===== src/rtl/mux_32b.sv =====
// mux_32b: two-input datapath selector with a combinational output
// plus a registered copy of the selected word and a select-change strobe.
//
// Parameters:
//   WIDTH     - data width of in1, in2, dataout, dataout_q
//   RESET_VAL - value of dataout_q while in reset
// Ports:
//   clk         - rising-edge clock for registered outputs
//   rst_n       - asynchronous active-low reset
//   in1         - source selected when sel=0
//   in2         - source selected when sel=1
//   sel         - source select
//   en          - capture enable (1 loads, 0 holds)
//   dataout     - combinational selected word
//   dataout_q   - registered selected word
//   sel_q       - sel captured on the last enabled edge
//   sel_changed - one-cycle strobe: enabled capture changed sel_q
module mux_32b #(
  parameter int unsigned     WIDTH     = 32,
  parameter logic [WIDTH-1:0] RESET_VAL = '0
) (
  input  logic             clk,
  input  logic             rst_n,
  input  logic [WIDTH-1:0] in1,
  input  logic [WIDTH-1:0] in2,
  input  logic             sel,
  input  logic             en,
  output logic [WIDTH-1:0] dataout,
  output logic [WIDTH-1:0] dataout_q,
  output logic             sel_q,
  output logic             sel_changed
);

  // The conditional operator merges both sources when sel is
  // unknown: agreeing bits pass through, disagreeing bits go X.
  // This never silently favours one side.
  assign dataout = sel ? in2 : in1;

  always_ff @(posedge clk or negedge rst_n) begin
    if (!rst_n) begin
      dataout_q   <= RESET_VAL;
      sel_q       <= 1'b0;
      sel_changed <= 1'b0;
    end else if (en) begin
      dataout_q   <= dataout;
      sel_q       <= sel;
      sel_changed <= (sel != sel_q);
    end else begin
      sel_changed <= 1'b0;
    end
  end

endmodule


===== config.mk =====
export PLATFORM = sky130hd
export DESIGN_NAME = mux_32b
export DESIGN_NICKNAME = d
export VERILOG_FILES = /design/src/rtl/mux_32b.sv
export SDC_FILE = /design/constraint.sdc
export NUM_CORES = 1
export LEC_CHECK = 0
export CAP_MARGIN = 20
export CORE_MARGIN = 4
export CORE_UTILIZATION = 36
export CTS_BUF_LIST = sky130_fd_sc_hd__clkbuf_4
export DETAILED_ROUTE_END_ITERATION = 8
export GPL_ROUTABILITY_DRIVEN = 0
export PLACE_DENSITY_LB_ADDON = 0.3
export REMOVE_ABC_BUFFERS = 1
export SYNTH_ARGS = -nofsm -noshare
export SYNTH_HDL_FRONTEND = slang
export SYNTH_SLANG_ARGS = --single-unit

===== constraint.sdc =====
create_clock -name clk -period 1.55 [get_ports clk]
set_input_delay 0.3875 -clock clk [delete_from_list [all_inputs] [get_ports clk]]
set_output_delay 0.3875 -clock clk [all_outputs]
set_load 0.01 [all_outputs]

* Yosys cells after proc, flatten, opt, wreduce, memory -nomap -nowiden *
Cells that the tools add are included.
W data, S select, Z words.

storage, ports and cells
  bits in registers = 34
  latch bits = 0
  memory bits (writable) = 0
  memory bits (read-only) = 0
  input bits = 68
  memories = 0

operators by class
  add/subtract/negate cells = 0
  $mul = 0
  divide/modulo/power cells = 0
  order comparisons = 0
  eq/ne operators = 1
  shift-type cells = 0
  multiplexer cells = 2
  bitwise operators = 0
  reductions and logical operators = 0

operators with widths
  kind          count
  $mux W32      1
  $mux W1       1
  $ne A1 B1 Y1  1

* Logic depth before layout (Yosys ltp) *
Gate-level depths: netlist of run 1.

  depth in word-level cells = 2
  mapped depth = 4
  mapped depth without buffers = 2

* Worst setup path after synthesis of run 1 *
OpenSTA, ideal clock, no wires.

  path type = input-to-output
  start = input port sel
  end = output port dataout[10]
  data arrival time = 971 ps
  required time = 1162 ps
  slack = 192 ps
  stages = 3
  cells stage by stage = buf_6 buf_12 mux2_4

on the way
  word-level cells in the longest chain between the ends = 1

ends and longest elaborated chain
  what         RTL line  RTL
  from (decl)  26        input logic sel,
  $mux W32     37        assign dataout = sel ? in2 : in1;
  to (decl)    28        output logic [WIDTH-1:0] dataout,

Every way passes these cells.

* Worst setup path in the final report of run 1 *
  start = input port sel
  end = output port dataout[16]

Same word-level chain as after synthesis.

==> results.toml, run 1 <==
[drt]
wl_per_cell_um = 15.2
drt_iter0_markers = 18
routed_via_density = 4.40
num_vias = 1514
drtPass1Iterations = 2
detail-route-antenna-nets = 0
wl_mm = 5.23
drcViolationCount = 0

[pwr]
power_density_mw_per_mm2 = 762
seq_power_share_pct = 38.6
p_leak_nw = 1.89
max-vdd-ir-drop_v = 0.000443
power_switching_mw = 0.705
switching_share_pct = 25.9
power_mw = 2.72
cell_internal_pwr_mw = 2.01
clockPowerShare_pct = 25.0
p_comb_share_pct = 36.4

[clock_tree]
cts_tree = "yes"
clockBufferDepth = 2
ctsHtreeMaxLevel = 2
cts_sinks = 34
clk_latency_ns = 0.33
numCtsBuffers = 5
cts.clk_slew.worst_paths_ns = 0.12
cts_root_buf = "clkbuf_4"

[placement]
placed_cell_area_mm2 = 0.00340
portBuffers = 133
dpl.hpwl_mm = 3.94

[global_routing]
grt_max_degree = 23
grt-ovfl-total = 0
grt_pass1_vias = 1568
antenna_found_initial = 0
grt.total_usage_pct = 16.0
grt_pass1_wl_mm = 7.82

[layout]
drive_above_1_share_pct = 50.7
area_delta_synth_final_pct = 87.7
nets = 341
mostFrequentLayoutCells = "dlygate4sd2_1, mux2_4, dfrtp_1, buf_6, buf_4"
final_area_mm2 = 0.00357
final_common_cell = "dlygate4sd2_1"
n_antenna_cell = 0

[min_path]
hp-start = "in1[1]"
hold_depth = 3
hold_path_end = "dataout_q[1]"
hold_path_class = "primary input to flop"

[floorplan]
die_h_um = 80.6
rows = 26
design.core.area_mm2 = 0.00511
die_x_um = 80.6
initial_core_util_pct = 37.2
ios = 134
die_area_mm2 = 0.00650

[worst_setup_path]
path_class = "primary input to output port"
cp.required_ns = 1.16
worstReg2RegStart = "sel_q"
timing.reg2reg.setup_slack_ns = 0.75
end_kind = "output port"
path_max_fanout = 10
path_cells = "buf_6 -> buf_12 -> mux2_4 -> buf_6"
cp_data_arrival_time_ns = 1.13
crit_top_cell = "buf_6"
cpMaxStageDelayCell = "mux2_4"
start_kind = "primary input"
r2r_end = "sel_changed"
cp_slowest_stage_delay_ns = 0.32
reg2reg_depth = 2

[timing]
worst_slew_pin_slew_ns = 0.404
relSlewSlack_pct = 73.1
fin_crit_sh_pct = 97.7
fmax_mhz = 661
hold_viol = 0
slew_viol_final = 0
min_period_ns = 1.51
finalClockSkew_ns = 0.000176
setup_viol = 0
rsz0062_at_grt = "false"

[yosys]
syn_area_mm2 = 0.00190
synth.avg_cell_area_um2 = 17.4
synth_cell_types = 8
yosysWarningCount = 0
ys_ff_latch = 34
netlist_instances = 109
ys_seq_area_share_pct = 44.8

[flow_run]
cap_viol_max_count = 0

[run_status]
outcome = "finished, final reports clean"
## cell usage after synthesis
master	count	area share, %
dfrtp_1	34	45
mux2_4	56	44
buf_12	3	3.2
xor2_1	1	0.46
and2_1	1	0.33
buf_2	4	1.1
buf_6	1	0.59
mux2_2	9	5.3
## sequential cells by signal (all words and copies together), names as in the netlist
| name | cells |
|---|---|
| dataout_q | 32 |
| sel_changed | 1 |
| sel_q | 1 |
## through the flow
step	setup slack [ns]	hold slack [ns]	util [%]	std cells	TNS (ns)
floorplan	0.433	0.0919	-	101	0
global placement	-0.408	0.334	66.6	321	-12.22
detailed placement	-0.431	0.338	66.6	321	-12.53
CTS	-0.0352	0.504	69.6	344	-0.0352
global route	0.0195	0.466	69.8	344	0
finish	0.0364	0.446	69.8	344	0
## worst max-delay path: cells and delay by family
family                 cells  cell delay (ns)
multiplexers               1             0.32
buffers and inverters      3             0.42
## per-layer routing
layer | GRT usage (%) | vias to the layer above | part of all wire, %
met5 | 0 | - | 0
met4 | 5.07 | 0 | 1.2
met3 | 5.04 | 6 | 10
met2 | 27.9 | 71 | 50
met1 | 18.5 | 721 | 39
li1 | - | 716 | -
## layout make-up
cell class,instances,area (um^2)
Clock buffer,7,52.6
Clock inverter,1,30.0
Fill cell,404,1540
Multi-Input combinational cell,67,972
Sequential cell,34,851
Tap cell,70,87.6
Timing Repair Buffer,165,1570
## cell families (layout without fill, tap and decap cells)
group,after synthesis,in the layout,synth area share (%)
and+or+nand+nor,1,1,0.330
DFF,34,34,44.8
xor gates and xnor gates,1,1,0.461
muxes,65,65,49.6
buffers and inverters,8,173,4.81
## power by group through the flow
stage                     sequential (mW)  combinational [mW]  clock [mW]
after floorplan                      1.12               0.325           0
after global placement               1.07                1.04           0
after detailed placement             1.07                1.05           0
after CTS                            1.05                1.00       0.693
after global routing                 1.06                1.05       0.743
final                                1.05               0.988       0.680
## worst max path at each step
stage	from	to	depth (start not counted)
2_1_floorplan	sel	dataout[0]	1
3_3_place_gp	sel	dataout[1]	4
3_5_place_dp	sel	dataout[1]	4
4_1_cts	in1[1]	dataout[1]	3
5_1_grt	sel	dataout[16]	4
6_report	sel	dataout[16]	4
## repair_timing
item,4_1_cts,5_1_grt
pin swaps,0,0
resized for setup,263,3
hold endpoints to repair,15,0
endpoints found under the setup margin,66,1
hold buffers,1,0
gates cloned,1,0
setup buffers,13,0
Note: power is estimated with default switching activity, not from simulation.
==> inputs of run 2 (changes only) <==
ABC_CLOCK_PERIOD_IN_PS = 1550   (was default)
==> results of run 2 <==
Final layout, timing and power as in run 1 (identical DEF).
